`config.mk`:
```
export PLATFORM = sky130hd
export DESIGN_NAME = hazard_unit
export DESIGN_NICKNAME = d
export VERILOG_FILES = /design/src/rtl/hazard_unit.sv
export SDC_FILE = /design/constraint.sdc
export NUM_CORES = 1
export LEC_CHECK = 0
export ABC_AREA = 1
export ABC_CLOCK_PERIOD_IN_PS = 5050
export BUFFER_PORTS_ARGS = -buffer_cell sky130_fd_sc_hd__buf_4
export CORE_ASPECT_RATIO = 0.5
export CORE_MARGIN = 8
export CORE_UTILIZATION = 45
export DETAILED_ROUTE_END_ITERATION = 16
export PLACE_DENSITY_LB_ADDON = 0.3
export SYNTH_ARGS = -nofsm -noshare
export SYNTH_HDL_FRONTEND = slang
export SYNTH_SLANG_ARGS = --single-unit
```
`constraint.sdc`:
```
create_clock -name clk -period 5.05 [get_ports clk]
set_input_delay 0.2525 -clock clk [delete_from_list [all_inputs] [get_ports clk]]
set_output_delay 0.2525 -clock clk [all_outputs]
set_load 0.05 [all_outputs]
```
`src/rtl/hazard_unit.sv`:
```
// hazard_unit: pipeline forwarding, load-use/branch/divide stall control and stall counter.
module hazard_unit (
  input  logic        clk,
  input  logic        rst,
  input  logic [4:0]  rsD,
  input  logic [4:0]  rtD,
  input  logic [4:0]  rsE,
  input  logic [4:0]  rtE,
  input  logic [4:0]  writeregE,
  input  logic [4:0]  writeregM,
  input  logic [4:0]  writeregW,
  input  logic        regwriteE,
  input  logic        regwriteM,
  input  logic        regwriteW,
  input  logic        memtoregE,
  input  logic        memtoregM,
  input  logic        branchD,
  input  logic        divE,
  input  logic        div_done,
  output logic        forwardaD,
  output logic        forwardbD,
  output logic [1:0]  forwardaE,
  output logic [1:0]  forwardbE,
  output logic        stallF,
  output logic        stallD,
  output logic        stallE,
  output logic        flushE,
  output logic        div_start,
  output logic [15:0] stall_cnt
);
  localparam logic [1:0] IDLE = 2'd0, BUSY = 2'd1, DONE = 2'd2;
  logic [1:0] state, state_nx;
  logic lwstall, branchstall, divstall;
  always_comb begin
    forwardaE = (rsE != 5'd0 && regwriteM && rsE == writeregM) ? 2'b10 :
                (rsE != 5'd0 && regwriteW && rsE == writeregW) ? 2'b01 : 2'b00;
    forwardbE = (rtE != 5'd0 && regwriteM && rtE == writeregM) ? 2'b10 :
                (rtE != 5'd0 && regwriteW && rtE == writeregW) ? 2'b01 : 2'b00;
    forwardaD = rsD != 5'd0 && regwriteM && rsD == writeregM;
    forwardbD = rtD != 5'd0 && regwriteM && rtD == writeregM;
    lwstall = memtoregE && (rsD == rtE || rtD == rtE);
    branchstall = branchD && ((regwriteE && (writeregE == rsD || writeregE == rtD)) ||
                              (memtoregM && (writeregM == rsD || writeregM == rtD)));
    divstall = (state == IDLE && divE) || (state == BUSY && !div_done);
    stallF = lwstall || branchstall || divstall;
    stallD = stallF;
    stallE = divstall;
    flushE = (lwstall || branchstall) && !divstall;
    div_start = rst && state == IDLE && divE;
    state_nx = (state == IDLE) ? (divE ? BUSY : IDLE) :
               (state == BUSY) ? (div_done ? DONE : BUSY) : IDLE;
  end
  always_ff @(posedge clk or negedge rst) begin
    if (!rst) begin
      state <= IDLE;
      stall_cnt <= '0;
    end else begin
      state <= state_nx;
      if (stallF && stall_cnt != 16'hFFFF) stall_cnt <= stall_cnt + 16'd1;
    end
  end
endmodule

```
; ---- After elaboration in Yosys (flattened, before gate mapping)
; Index checks and enable logic that the tools add are counted.
[classes]
addsub = 1
eq_ne = 14
muxes = 8
n_reduce_logical = 36
[ops]
columns = operator, n
row1 = == test 5 bit, 12
row2 = logical AND 1 bit, 22
row3 = nonzero test 5 bit, 4
row4 = "adder 16 x 1 -> 16 bit, second input constant", 1
row5 = "inequality test 16 bit, second input constant", 1
row6 = 2-to-1 mux 2 bit, 5
row7 = logical OR 1 bit, 7
row8 = 2-to-1 mux 1 bit, 3
row9 = "== test 2 x 1 -> 1 bit, second input constant", 1
row10 = zero test 1 bit, 2
row11 = zero test 2 bit, 1
[totals]
regBits = 18
input_bits = 45
out_inout_bits = 27
wordCells = 61

; ---- Depth between registers and ports, before layout
[logic_depth]
depth_word = 8
depth_mapped = 15
depth_no_buf = 13

; ---- Least setup slack after synthesis
; Ideal clock, no wire load.
[synth_path]
path_kind = input to output
from = input port rtE[2]
to = output port forwardbE[0]
arrival_time_ns = 2.917
t_required_ns = 4.798
setup_slack_ns = 1.880
path_stages = 7
path_buffers = 1
cell_sequence = buf_2 -> inv_1 -> nand2_1 -> a21oi_1 -> o2111ai_1 -> nor4_1 -> nor2_1
[synth_via]
elab_chain_cells = 5
word_cells_on_any_way = 9
classes_between = 2 x eq/ne / 2 x mux / 5 x reduce/logical
[synth_rtl]
columns = element, line
row1 = start: declaration, 8  ; input logic [4:0] rtE,
row2 = nonzero test 5 bit, "37, 38"
row3 = logical AND 1 bit (2 in a row), 38  ; (rtE != 5'd0 && regwriteW && rtE == writeregW) ? 2'b01 : 2'b00;
row4 = 2-to-1 mux 1 bit, 38
row5 = 2-to-1 mux 2 bit *, 37  ; forwardbE = (rtE != 5'd0 && regwriteM && rtE == writeregM) ? 2'b10 :
row6 = end: declaration, 23  ; output logic [1:0] forwardbE,
; Mark *: on every way between the ends. The rest lies on a longest branch, timed or not.

; ---- Worst setup path in the final report
[layout_path]
from = register state[1]
to = output port stallD
[layout_via]
elab_chain_cells = 4
word_cells_on_any_way = 6
classes_between = 1 x eq/ne / 5 x reduce/logical
[layout_rtl]
columns = element, line
row1 = start: declaration, 32  ; logic [1:0] state, state_nx;
row2 = start signal: assignment, 58  ; state <= state_nx;
row3 = == test 2 x 1 -> 1 bit / zero test 2 bit (equally long branches), 44  ; divstall = (state == IDLE && divE) || (state == BUSY && !div_done);
row4 = logical AND 1 bit, 44
row5 = logical OR 1 bit *, 44
row6 = logical OR 1 bit *, 45  ; stallF = lwstall || branchstall || divstall;
row7 = end: declaration, 25  ; output logic stallD,
; Marks and branches as above.

==> impl_metrics.yaml <==
floorplan:
  ios: 72
  die_y_um: 62.2
  core_um2: 4000
  die-area_um2: 6750
  die_w_um: 108
  initial_core_util: 0.481
  floorplan.rows: 16
global_routing:
  grt_overflow: 0
  grt_use_total: 0.155
  grt_pass1_wl_um: 8940
  grt_pass1_vias: 1964
  antenna_found_initial: 0
  grt_max_degree: 22
clock_network:
  cts_tree: "yes"
  numCtsBuffers: 3
  clk_pin_slew_ns: 0.07
  clk_latency_ns: 0.26
  cts_setup_buffers: 0
  root_buffer: "clkbuf_8"
  htreeDepth: 1
  clock-sinks: 18
  cts_resized: 0
  cts_buffer_depth: 2
routing:
  drt-initial-drc-count: 64
  finalWirelength_um: 5360
  postRouteAntennaNets: 0
  vias_per_cell: 5.00
  vias: 2129
  drtPass1Iterations: 4
  wl_per_cell_um: 12.6
  drc: 0
place:
  dp_cells: 421
  io_buffers: 71
  place.gp.congestion: 0.894
  hpwl_um: 4350
  place_area_um2: 2450
job:
  maxCapViolCount: 0
logic_synthesis:
  synth_common_cells: "nand2_1 (114), inv_1 (30), nor2_1 (24)"
  synth_top_area_cell: "dfrtp_1"
  synth-async-reset-ratio: 1.00
  yosys_register_bits: 18
  ys_seq_area_frac: 0.234
  syn_area_per_cell_um2: 6.31
  syn_area_um2: 1920
  synth_cell_types: 29
  ys.flop_type: "dfrtp_1"
  synth_fp_nets: 351
  netlist.area_leader.share: 0.234
  synth_edf_count: 0
  synth.top_cells.by_area: "dfrtp_1 (23%), nand2_1 (22%), xnor2_1 (8.6%)"
  ys_warn_count: 0
  syn_inst: 305
  yosysMostFrequentCell: "nand2_1"
hold_path:
  min_path_cells: 3
  hp-class: "primary input to register"
setup_path:
  critPathMaxFanout: 21
  r2r_cells: 9
  path_class: "register to output pin"
  required_ns: 4.80
  cp.arrival_ns: 1.86
  critPathLaunchType: "register"
  end_kind: "output pin"
sta:
  fmax_mhz: 473
  relSlewSlack: 0.648
  period_needed_ns: 2.11
  finalCritPeriodShare: 0.419
  holdWs_ns: 0.229
  fin_skew_ns: 0.00385
  rsz0062_at_grt: "no"
  setup_viol: 0
  maxSlewViolCount: 0
  tightest_slew_ns: 0.528
  final.setup.tns_ns: 0
  finalHoldViolations: 0
outcome:
  status: "complete, no violations"
final_layout:
  antennaDiodeCount: 0
  layout-drive-gt1-share: 0.266
  layout.nets: 419
  final_cells: 426
  stdcell_area_um2: 2520
  fin_util: 0.628
  synthToLayoutAreaGrowth_pct: 30.8
power:
  power_leakage_uw: 0.00137
  powerDensity_nw_per_um2: 270
  vdd_drop_max_uv: 151
worst max-delay path: stages (launching register included):
cell and delay (ns):
dfrtp_1 0.38, inv_1 0.05, nand2_1 0.07, o21ai_0 0.32
inv_1 0.09, nand3_2 0.39, buf_4 0.29
where the power goes:
group	leakage (uW)	internal (uW)	switching (uW)	total [uW]
Clock	0.0000288	69.3	50.8	120
Sequential	0.000243	168	30.6	199
Combinational	0.00110	121	240	361
Total	0.00137	359	321	680
state kept, by name, indices dropped and copies added (netlist names):
register,flops
state,2
stall_cnt,16
metrics by stage:
| step | power, uW | setup WS [ns] |
|---|---|---|
| after floorplan | 460 | 1.88 |
| after global placement | 554 | 2.99 |
| after detailed placement | 561 | 2.93 |
| after CTS | 682 | 2.89 |
| after global routing | 721 | 2.78 |
| final | 680 | 2.94 |
cells by family after synthesis:
group                      Yosys count  synth area share
AOI/OAI and AO/OA                   21            0.0715
xor gates and xnor gates            33             0.150
adders and majority gates            1           0.00650
buffers and inverters               48             0.114
DFF                                 18             0.234
and+or+nand+nor                    184             0.423
final timing paths:
kind,from,end,slack (ns)
min in group asynchronous,rst,stall_cnt[6],0.40
setup reg to reg,stall_cnt[0],stall_cnt[0],3.01
max in group asynchronous,rst,stall_cnt[11],4.45
setup / recovery,state[1],stallD,2.94
hold / removal,div_done,state[1],0.23
hold reg to reg,stall_cnt[15],stall_cnt[15],0.52
metal layers:
metal	wire [um]	share of wire	up-vias	GRT usage
met5	0	0	-	0
met4	65	0.012	0	0.0440
met3	301	0.056	7	0.0278
met2	2610	0.49	69	0.259
met1	2380	0.44	955	0.199
li1	-	-	1098	-
timing repair:
action                                  4_1_cts  5_1_grt
hold endpoints to repair                     18        0
hold buffers                                  1        0
endpoints found under the setup margin        0        0
placed cells by master (no fill, tap or decap), drive strengths merged, types with 2 or more instances in the layout:
cell type,synthesis,final
nand3,27,27
xnor2,19,19
nor4,4,4
a21oi,5,5
inv,39,39
o22ai,2,2
o21ai,5,5
a211oi,2,2
nor3,10,10
nand2,116,116
xor2,14,14
o2111ai,4,4
clkbuf,0,4
buf,9,71
nor2,25,25
dfrtp,18,18
layout make-up:
| class | count | area (um2) |
|---|---|---|
| repair buffers | 72 | 543 |
| fillers | 369 | 1490 |
| flip-flops and latches | 18 | 450 |
| clock buffers | 4 | 55.1 |
| well taps | 54 | 67.6 |
| inverters | 39 | 146 |
| multi-input cells | 239 | 1250 |
Note: power is estimated with default switching activity, not from simulation.
